File: config.mk
export PLATFORM = sky130hd
export DESIGN_NAME = mem_arbiter
export DESIGN_NICKNAME = d
export VERILOG_FILES = /design/src/rtl/neander_mem_pkg.sv /design/src/rtl/mem_arbiter.sv
export SDC_FILE = /design/constraint.sdc
export NUM_CORES = 1
export LEC_CHECK = 0
export CORE_MARGIN = 2
export CORE_UTILIZATION = 41
export CTS_CLUSTER_DIAMETER = 30
export CTS_CLUSTER_SIZE = 16
export DETAILED_ROUTE_END_ITERATION = 12
export PLACE_DENSITY_LB_ADDON = 0.3
export SYNTH_ARGS = -nofsm -noshare
export SYNTH_HDL_FRONTEND = slang
export SYNTH_SLANG_ARGS = --single-unit
export TNS_END_PERCENT = 20
File: constraint.sdc
create_clock -name clk -period 2.15 [get_ports clk]
set_input_delay 0.215 -clock clk [delete_from_list [all_inputs] [get_ports clk]]
set_output_delay 0.215 -clock clk [all_outputs]
set_load 0.005 [all_outputs]
File: src/rtl/neander_mem_pkg.sv
// Shared types and constants for the two-port memory arbiter.
package neander_mem_pkg;

    typedef enum logic [1:0] {
        ST_IDLE  = 2'd0,
        ST_ISSUE = 2'd1,
        ST_RESP  = 2'd2
    } arb_state_t;

    localparam logic        PORT_CPU  = 1'b0;
    localparam logic        PORT_HOST = 1'b1;
    localparam int unsigned NUM_PORTS = 2;

    // One-hot grant vector for a port index.
    function automatic logic [NUM_PORTS-1:0] port_onehot(input logic port);
        return port ? 2'b10 : 2'b01;
    endfunction

endpackage

File: src/rtl/mem_arbiter.sv
// Two-port arbiter in front of a single SPI memory controller.
// One transaction at a time: IDLE -> ISSUE (until s_ready) -> RESP (ready pulse).
module mem_arbiter
    import neander_mem_pkg::*;
#(
    parameter int unsigned ADDR_W     = 8,
    parameter int unsigned DATA_W     = 8,
    parameter int unsigned FIXED_PRIO = 0
) (
    input  logic              clk,
    input  logic              reset,
    input  logic              m0_req,
    input  logic              m0_we,
    input  logic [ADDR_W-1:0] m0_addr,
    input  logic [DATA_W-1:0] m0_wdata,
    output logic [DATA_W-1:0] m0_rdata,
    output logic              m0_ready,
    input  logic              m1_req,
    input  logic              m1_we,
    input  logic [ADDR_W-1:0] m1_addr,
    input  logic [DATA_W-1:0] m1_wdata,
    output logic [DATA_W-1:0] m1_rdata,
    output logic              m1_ready,
    output logic              s_req,
    output logic              s_we,
    output logic [ADDR_W-1:0] s_addr,
    output logic [DATA_W-1:0] s_wdata,
    input  logic [DATA_W-1:0] s_rdata,
    input  logic              s_ready,
    output logic [1:0]        grant,
    output logic              busy
);

    arb_state_t        state, state_nx;
    logic              owner, owner_nx;
    logic              last_served, last_served_nx;
    logic              winner;
    logic              s_req_nx, s_we_nx;
    logic [ADDR_W-1:0] s_addr_nx;
    logic [DATA_W-1:0] s_wdata_nx, m0_rdata_nx, m1_rdata_nx;
    logic              m0_ready_nx, m1_ready_nx;
    logic [1:0]        grant_nx;
    logic              busy_nx;

    // Pick the port that would win if requests were sampled this cycle.
    always_comb begin
        winner = PORT_CPU;
        if (m0_req && m1_req) begin
            winner = (FIXED_PRIO != 0) ? PORT_HOST : ~last_served;
        end else if (m1_req) begin
            winner = PORT_HOST;
        end
    end

    // Next-state and next-output logic; every output is registered from these.
    always_comb begin
        state_nx       = state;
        owner_nx       = owner;
        last_served_nx = last_served;
        s_req_nx       = s_req;
        s_we_nx        = s_we;
        s_addr_nx      = s_addr;
        s_wdata_nx     = s_wdata;
        m0_rdata_nx    = m0_rdata;
        m1_rdata_nx    = m1_rdata;
        m0_ready_nx    = 1'b0;
        m1_ready_nx    = 1'b0;
        grant_nx       = grant;
        busy_nx        = busy;
        case (state)
            ST_IDLE: begin
                if (m0_req || m1_req) begin
                    owner_nx   = winner;
                    s_req_nx   = 1'b1;
                    s_we_nx    = (winner == PORT_HOST) ? m1_we    : m0_we;
                    s_addr_nx  = (winner == PORT_HOST) ? m1_addr  : m0_addr;
                    s_wdata_nx = (winner == PORT_HOST) ? m1_wdata : m0_wdata;
                    grant_nx   = port_onehot(winner);
                    busy_nx    = 1'b1;
                    state_nx   = ST_ISSUE;
                end
            end
            ST_ISSUE: begin
                if (s_ready) begin
                    // Only reads refresh the requester's data register.
                    if (!s_we) begin
                        if (owner == PORT_HOST) m1_rdata_nx = s_rdata;
                        else                    m0_rdata_nx = s_rdata;
                    end
                    last_served_nx = owner;
                    s_req_nx       = 1'b0;
                    m0_ready_nx    = (owner == PORT_CPU);
                    m1_ready_nx    = (owner == PORT_HOST);
                    state_nx       = ST_RESP;
                end
            end
            ST_RESP: begin
                grant_nx = 2'b00;
                busy_nx  = 1'b0;
                state_nx = ST_IDLE;
            end
            default: begin
                s_req_nx = 1'b0;
                grant_nx = 2'b00;
                busy_nx  = 1'b0;
                state_nx = ST_IDLE;
            end
        endcase
    end

    // State and output registers; reset also aborts any in-flight transaction.
    always_ff @(posedge clk or posedge reset) begin
        if (reset) begin
            state       <= ST_IDLE;
            owner       <= PORT_CPU;
            last_served <= PORT_HOST;
            s_req       <= 1'b0;
            s_we        <= 1'b0;
            s_addr      <= '0;
            s_wdata     <= '0;
            m0_rdata    <= '0;
            m1_rdata    <= '0;
            m0_ready    <= 1'b0;
            m1_ready    <= 1'b0;
            grant       <= 2'b00;
            busy        <= 1'b0;
        end else begin
            state       <= state_nx;
            owner       <= owner_nx;
            last_served <= last_served_nx;
            s_req       <= s_req_nx;
            s_we        <= s_we_nx;
            s_addr      <= s_addr_nx;
            s_wdata     <= s_wdata_nx;
            m0_rdata    <= m0_rdata_nx;
            m1_rdata    <= m1_rdata_nx;
            m0_ready    <= m0_ready_nx;
            m1_ready    <= m1_ready_nx;
            grant       <= grant_nx;
            busy        <= busy_nx;
        end
    end

endmodule

==> metrics.md, run 1 <==
| Metric | Value |
|---|---|
| Cell-internal power | 0.00254 W |
| First-pass GRT wire length | 7380 um |
| Worst hold slack | 0.314 ns |
| Post-synth top area share | 56.3% |
| Data arrival, critical path | 1.79 ns |
| Wirelength per Cell | 14.2 um |
| Buffers on Ports | 85 |
| Worst Reg-to-Reg Cells | 2 |
| Pwr dens | 1280 nW/um2 |
| Netlist cell types | 30 |
| Switching power | 0.00112 W |
| Total GRT Usage | 18.4% |
| Io pins | 86 |
| Initial Util | 42.6% |
| Post-DP HPWL | 3290 um |
| Mean Syn Cell Area | 10.9 um2 |
| Post-CTS Hold Buffers | 0 |
| Vias/cell | 5.10 |
| Clock Root Buffer | clkbuf_8 |
| Std cell rows | 24 |
| Final setup skew | 0.00322 ns |
| Die W | 71.5 um |
| Slew HR | 39.0% |
| CP required | 2.33 ns |
| Sequential fraction of the synthesis area | 57.7% |
| Max-slew violation count | 0 |
| Gate power share | 44.6% |
| Synth Register Bits | 43 |
| Minimum clock period | 1.61 ns |
| Register share of total power | 40.3% |
| Vias in the first global route | 1558 |
| DR pass1 iterations | 4 |
| Kind of critical path | reg -> reg |
| Synth Cell Area | 1870 um2 |
| Area Growth Syn to Fin | 53.6% |
| Vias post-DR | 1587 |
| CP Launch Type | flip-flop |
| Grt ovf | 0 |
| H-Tree Level Count | 2 |
| Sink Count | 43 |
| Max VDD drop | 0.000548 V |
| Cts repair resizes | 0 |
| Clock Path Buffers | 2 |
| Worst setup EP type | flip-flop |
| Die area | 5110 um2 |
| Routability Congestion | 0.738 |
| Most frequent cells in the layout | clkdlybuf4s50_1, dfrtp_1, nand2_1 |
| Die height | 71.5 um |
| Pin count of the biggest net entering global routing | 27 |
| TritonCTS buffer count | 5 |
| Synth Instances | 172 |
| Clock Latency Late Sink | 0.29 ns |
| Post-Syn Nets | 219 |
| Clk network pwr share | 15.1% |
| DRC | 0 |
| Dpl cell area | 2770 um2 |
| Fin. Hold Viols | 0 |
| Syn. warnings | 0 |
| Reg clk slew, reported paths | 0.08 ns |
| Ant. Diodes | 0 |
| Post-synth EDFFs | 0 |
| Core footprint | 4380 um2 |
| Switch share | 30.7% |
| CTS tree | yes |
| Worst Max-Slew Pin Slew | 0.910 ns |
| Largest area contributor in the netlist | dfrtp_1 |
| Static Leak | 1.24 nW |
| Fraction of registers with async set/reset | 100% |
| Initial drt markers | 56 |
| Crit path max fanout | 9 |
| Commonest non-fill, non-tap cell in the layout | clkdlybuf4s50_1 |
| DRT antenna net count | 0 |
| Outcome | completed |
| Ys flop type | dfrtp_1 |
| Final setup fails | 0 |
| Finished Cell Area | 2870 um2 |
| Total Neg Setup Slack | 0 ns |
| Tcrit/Tclk final | 74.8% |
| Initial antenna violation count | 0 |
| Final WL | 4430 um |
| # Post-CTS Setup Buffers | 0 |
| Layout cells sized above 1 | 13.9% |
| Worst min-delay path class | in -> async |
| Max Clk Rate | 621 MHz |
| RSZ-0062 raised after global routing | no |
| Synth top area cells | dfrtp_1, nand2_1, mux2_4 |
| Total of max-cap violations | 0 |
| Nets | 305 |
==> Yosys cell counts, types with 3 or more instances <==
cell	number
inv_1	5
a21oi_1	20
a31oi_1	17
mux2_4	8
o21ai_0	3
clkbuf_1	5
nand2_1	38
dfrtp_1	42
mux2_2	8
nor2_1	4
buf_2	3
==> state kept, by name, indices dropped and copies added (netlist names), 2 cells and up <==
register,count
m0_rdata,8
m1_rdata,8
s_addr,8
s_wdata,8
grant,2
state,2
==> layout make-up <==
| type | count | area (um2) |
|---|---|---|
| fill | 375 | 1520 |
| timing repair buffer | 90 | 888 |
| clock buffer | 8 | 100 |
| inverter | 6 | 22.5 |
| multi-input combinational | 112 | 713 |
| tap | 52 | 65.1 |
| sequential | 43 | 1080 |
==> power groups by stage <==
stage               logic [W]  clock network [W]  registers, W
floorplan            0.000704                  0       0.00147
global placement      0.00162                  0       0.00148
detailed placement    0.00166                  0       0.00149
CTS                   0.00166           0.000566       0.00148
global route          0.00181           0.000597       0.00153
finish                0.00163           0.000553       0.00148
==> cell families (layout without fill, tap and decap cells) <==
logic type	after synthesis	after routing	synth area share, %
buffers and inverters	17	104	4.09
multiplexers	16	16	11.3
AND/OR/NAND/NOR	49	49	11.9
flip-flops	43	43	57.7
AO/OA/AOI/OAI	47	47	15.0
==> routing by layer <==
metal	global-route usage, %	part of all wire, %	up-vias
li1	-	-	766
met1	24.3	44	749
met2	27.5	45	70
met3	8.30	10	2
met4	5.66	0.52	0
met5	0	0	-
==> final timing paths <==
check | startpoint | end | slack, ns
worst min-delay path | reset | m1_rdata[4] | 0.31
worst max-delay path | state[1] | m1_rdata[0] | 0.54
max in group asynchronous | reset | s_wdata[2] | 1.23
worst min register to register | s_req | s_req | 0.50
min in group clk | m0_wdata[7] | s_wdata[7] | 0.48
worst max register to register | state[1] | m1_rdata[0] | 0.54
==> critical path, cell delays in order (launching register included) <==
cell and delay [ns]:
dfrtp_1 0.50, or4_4 0.67, mux2_4 0.33
==> stage by stage <==
stage          power (W)  worst slack [ns]  instances  utilization (%)
3_3_place_gp     0.00310             0.314        303             63.1
4_1_cts          0.00371             0.529        311             65.4
3_5_place_dp     0.00315             0.286        303             63.1
6_report         0.00366             0.541        311             65.4
2_1_floorplan    0.00217             0.569        172                -
5_1_grt          0.00393             0.460        311             65.4
No activity file was read; power rests on OpenSTA's default activity.
==> run 2, diff against run 1 <==
--- a/config.mk
+++ b/config.mk
@@ -6,7 +6,7 @@
 export NUM_CORES = 1
 export LEC_CHECK = 0
 export CORE_MARGIN = 2
-export CORE_UTILIZATION = 41
+export CORE_UTILIZATION = 37
 export CTS_CLUSTER_DIAMETER = 30
 export CTS_CLUSTER_SIZE = 16
 export DETAILED_ROUTE_END_ITERATION = 12
==> constraint.sdc (replaced) <==
create_clock -name clk -period 1.35 [get_ports clk]
set_input_delay 0.135 -clock clk [delete_from_list [all_inputs] [get_ports clk]]
set_output_delay 0.135 -clock clk [all_outputs]
set_load 0.005 [all_outputs]
==> metrics.md, run 2 (synthesis gave the netlist of run 1 again) <==
| Metric | Value |
|---|---|
| Outcome | complete, but fails checks |
| Failing checks | setup timing |
| Reg2reg end | m1_rdata[5] |
| Worst hold slack | 0.0868 ns |
| Area Growth Syn to Fin | 68.0% |
| Clk network pwr share | 15.8% |
| Total of max-cap violations | 0 |
| Crit path max fanout | 8 |
| DRT antenna net count | 0 |
| Final setup skew | 0.00526 ns |
| Initial antenna violation count | 0 |
| Clock Root Buffer | clkbuf_8 |
| Gate power share | 48.7% |
| Initial Util | 39.0% |
| Minimum clock period | 1.49 ns |
| Max VDD drop | 0.000937 V |
| Total GRT Usage | 18.4% |
| Grt ovf | 0 |
| Die height | 75.0 um |
| Layout cells sized above 1 | 20.4% |
| Kind of critical path | reg -> reg |
| Routability Congestion | 0.792 |
| Clock Latency Late Sink | 0.30 ns |
| Fill count | 394 |
| TritonCTS buffer count | 5 |
| Die area | 5630 um2 |
| Final WL | 4840 um |
| Commonest non-fill, non-tap cell in the layout | clkdlybuf4s50_1 |
| CP required | 1.54 ns |
| RSZ-0062 raised after global routing | yes |
| Io pins | 86 |
| DRC | 0 |
| Core footprint | 4790 um2 |
| DR pass1 iterations | 4 |
| Pwr dens | 2020 nW/um2 |
| Clock Path Buffers | 2 |
| Post-DP HPWL | 3580 um |
| Buffers on Ports | 85 |
| Cell-internal power | 0.00441 W |
| Vias in the first global route | 1724 |
| Setup WS post-layout | -0.138 ns |
| Max Clk Rate | 672 MHz |
| First-pass GRT wire length | 7710 um |
| Post-CTS Hold Buffers | 0 |
| Switch share | 30.6% |
| Std cell rows | 25 |
| Register share of total power | 35.5% |
| Slew HR | 76.8% |
| Data arrival, critical path | 1.68 ns |
| Wirelength per Cell | 14.1 um |
| Tcrit/Tclk final | 110% |
| Sink Count | 43 |
| Worst min-delay path class | in -> async |
| Vias post-DR | 1682 |
| Final setup fails | 16 |
| Worst Reg-to-Reg Cells | 3 |
| Non-Filler Instances | 342 |
| Worst Max-Slew Pin Slew | 0.348 ns |
| Static Leak | 1.48 nW |
| R2R setup slack | -0.14 ns |
| Initial drt markers | 124 |
| CTS tree | yes |
| Reg clk slew, reported paths | 0.08 ns |
| Ant. Diodes | 0 |
| Pin count of the biggest net entering global routing | 21 |
| Most frequent cells in the layout | clkdlybuf4s50_1, dfrtp_1, nand2_1 |
| Switching power | 0.00194 W |
| Fin. Hold Viols | 0 |
| Nets | 321 |
| Vias/cell | 4.92 |
| Max-slew violation count | 0 |
| CP Launch Type | flip-flop |
| Inst Count DP | 332 |
| Die W | 75.0 um |
| H-Tree Level Count | 2 |
| RR Startpoint | owner |
| Worst setup EP type | flip-flop |
## run 2: cell count changes in the layout (fill, tap and decap cells not counted), sizes merged
| cell | before | now |
|---|---|---|
| buf | 5 | 21 |
| clkinv | 1 | 2 |
| dlygate4sd2 | 0 | 2 |
| clkbuf | 8 | 5 |
| inv | 5 | 6 |
| bufinv | 0 | 1 |
| dlymetal6s2s | 0 | 12 |
| clkdlybuf4s50 | 85 | 71 |
## run 2: power by group through the flow
stage	Combinational (W)	Clock, W	Sequential (W)
after floorplan	0.00114	0	0.00234
final	0.00309	0.00100	0.00225
after global routing	0.00337	0.00109	0.00233
after detailed placement	0.00301	0	0.00229
after CTS	0.00303	0.00102	0.00227
after global placement	0.00296	0	0.00227
## run 2: worst max-delay path by stage
stage                        start     endpoint  slack (ns)
after floorplan           state[1]  m1_rdata[0]       -0.22
after global placement     s_ready  m1_rdata[1]       -0.39
after detailed placement   s_ready  m1_rdata[2]       -0.42
after CTS                    owner  m1_rdata[5]       -0.15
after global routing         owner  m1_rdata[5]       -0.18
final                        owner  m1_rdata[5]       -0.14
## run 2: through the flow
stage | utilization, % | worst slack, ns | TNS [ns] | power (W) | cell area [um2]
after CTS | 63.9 | -0.151 | -2.35 | 0.00632 | 3060
after global placement | 61.4 | -0.391 | -7.84 | 0.00523 | 2940
after detailed placement | 61.4 | -0.418 | -8.25 | 0.00529 | 2940
after floorplan | - | -0.223 | -2.90 | 0.00348 | 1880
final | 65.5 | -0.138 | -1.58 | 0.00634 | 3140
after global routing | 65.5 | -0.185 | -2.37 | 0.00679 | 3140
## run 2: final cells by class
type / instances / area [um2] / share of cell area [%]
repair buffers: 106 / 1100 / 35.1
inverters: 6 / 22.5 / 0.718
multi-input cells: 112 / 738 / 23.5
clock buffers: 5 / 68.8 / 2.19
well taps: 67 / 83.8 / 2.67
clock inverters: 3 / 43.8 / 1.40
flip-flops and latches: 43 / 1080 / 34.4
## run 2: layer usage
layer	vias to the layer above	global-route usage (%)	part of all wire (%)
li1	802	-	-
met5	-	0	0
met2	59	29.0	50
met3	4	7.36	8.3
met4	0	7.14	1.4
met1	817	22.7	41
## run 2: repair_timing
item	in CTS	in global routing
pin swaps	0	2
resized for setup	2	25
setup endpoints to repair	35	48
buffers inserted	1	0
cloned	0	1
## run 2: critical path: stages, from the launching register on
cell and delay (ns):
dfrtp_1 0.36, inv_2 0.04, or4_4 0.64, mux2_4 0.34
==> run 3, diff against run 2 <==
--- a/config.mk
+++ b/config.mk
@@ -11,6 +11,7 @@
 export CTS_CLUSTER_SIZE = 16
 export DETAILED_ROUTE_END_ITERATION = 12
 export PLACE_DENSITY_LB_ADDON = 0.3
+export SKIP_CTS_REPAIR_TIMING = 1
 export SYNTH_ARGS = -nofsm -noshare
 export SYNTH_HDL_FRONTEND = slang
 export SYNTH_SLANG_ARGS = --single-unit
==> metrics.md, run 3 (synthesis gave the netlist of run 1 again) <==
| Metric | Value |
|---|---|
| Outcome | complete, but fails checks |
| Failing checks | setup timing |
| Crit path max fanout | 8 |
| Clock Root Buffer | clkbuf_8 |
| Fin. Hold Viols | 0 |
| Clock Latency Late Sink | 0.30 ns |
| CP required | 1.54 ns |
| Initial antenna violation count | 0 |
| Grt ovf | 0 |
| Vias/cell | 4.94 |
| RSZ-0062 raised after global routing | yes |
| Worst Max-Slew Pin Slew | 0.361 ns |
| Buffers on Ports | 85 |
| Vias in the first global route | 1719 |
| Grt met2 use | 28.9% |
| TritonCTS buffer count | 5 |
| Commonest non-fill, non-tap cell in the layout | clkdlybuf4s50_1 |
| Static Leak | 1.49 nW |
| Inst Count DP | 332 |
| Most frequent cells in the layout | clkdlybuf4s50_1, dfrtp_1, nand2_1 |
| Max Clk Rate | 672 MHz |
| Clock Path Buffers | 2 |
| Minimum clock period | 1.49 ns |
| CP Launch Type | flip-flop |
| Final setup fails | 16 |
| Die height | 75.0 um |
| Total Neg Setup Slack | -1.57 ns |
| Area Growth Syn to Fin | 68.0% |
| Setup WS post-layout | -0.139 ns |
| Met1 usage in global routing | 22.7% |
| Data arrival, critical path | 1.68 ns |
| Vias post-DR | 1686 |
| H-Tree Level Count | 2 |
| DRT antenna net count | 0 |
| Kind of critical path | reg -> reg |
| Pwr dens | 2020 nW/um2 |
| Finished Cell Area | 3140 um2 |
| Sink Count | 43 |
| Total of max-cap violations | 0 |
| Die W | 75.0 um |
| Total GRT Usage | 18.4% |
| Wirelength per Cell | 14.2 um |
| Worst Reg-to-Reg Cells | 3 |
| Worst setup EP type | flip-flop |
| Nets | 320 |
| Io pins | 86 |
| Die area | 5630 um2 |
| Initial Util | 39.0% |
| First-pass GRT wire length | 7700 um |
| Layout cells sized above 1 | 20.1% |
| Std cell rows | 25 |
| Core footprint | 4790 um2 |
| Non-Filler Instances | 341 |
| Post-place setup slack | -0.418 ns |
| Slew HR | 75.9% |
| Tcrit/Tclk final | 110% |
| CTS tree | yes |
| Max VDD drop | 0.000939 V |
| Pin count of the biggest net entering global routing | 21 |
| Final WL | 4860 um |
| GRT met3 Usage | 7.36% |
| Post-DP HPWL | 3580 um |
| Initial drt markers | 119 |
| Dpl cell area | 2940 um2 |
| Gr busiest metal | met2 |
| Ant. Diodes | 0 |
| DRC | 0 |
| Power Total | 0.00634 W |
| Worst min-delay path class | in -> async |
| Max-slew violation count | 0 |
| DR pass1 iterations | 4 |
| Reg clk slew, reported paths | 0.08 ns |
| Final setup skew | 0.00558 ns |
| Routability Congestion | 0.792 |
[run 3: cell count changes in the layout (fill, tap and decap cells not counted), sizes merged]
cell | before | now
dlymetal6s2s | 12 | 14
dlygate4sd2 | 2 | 0
buf | 21 | 20
[run 3: path summary, 6_finish.rpt]
check,end,slack [ns],start
worst max register to register,m1_rdata[5],-0.14,owner
worst min register to register,s_req,0.49,s_req
min in group clk,s_addr[6],0.39,m0_addr[6]
worst max-delay path,m1_rdata[5],-0.14,owner
max in group asynchronous,m0_rdata[7],0.89,reset
worst min-delay path,state[0],0.09,reset
[run 3: worst max-delay path: stages (launching register included)]
cell	delay (ns)
dfrtp_1	0.36
inv_2	0.04
or4_4	0.64
mux2_4	0.34
[run 3: report_power, final]
group / switching [W] / internal (W) / total, W
Clock: 0.000454 / 0.000551 / 0.00100
Combinational: 0.00115 / 0.00193 / 0.00308
Sequential: 0.000335 / 0.00192 / 0.00225
Total: 0.00194 / 0.00440 / 0.00634
[run 3: metal layers]
| metal | part of all wire [%] | routed length (um) |
|---|---|---|
| met1 | 40 | 1950 |
| met2 | 50 | 2440 |
| met3 | 8.0 | 387 |
| met4 | 1.5 | 72 |
| met5 | 0 | 0 |
[run 3: layout make-up]
cell class | instances | area, um2
clock buffers | 5 | 68.8
clock inverters | 3 | 43.8
fillers | 392 | 1650
inverters | 6 | 22.5
multi-input cells | 112 | 738
flip-flops and latches | 43 | 1080
well taps | 67 | 83.8
repair buffers | 105 | 1100
[run 3: stage by stage]
| step | hold slack (ns) | util (%) |
|---|---|---|
| finish | 0.0862 | 65.5 |
| detailed placement | 0.413 | 61.4 |
| CTS | 0.0821 | 63.8 |
| floorplan | 0.221 | - |
| global placement | 0.410 | 61.4 |
| global route | 0.0933 | 65.5 |
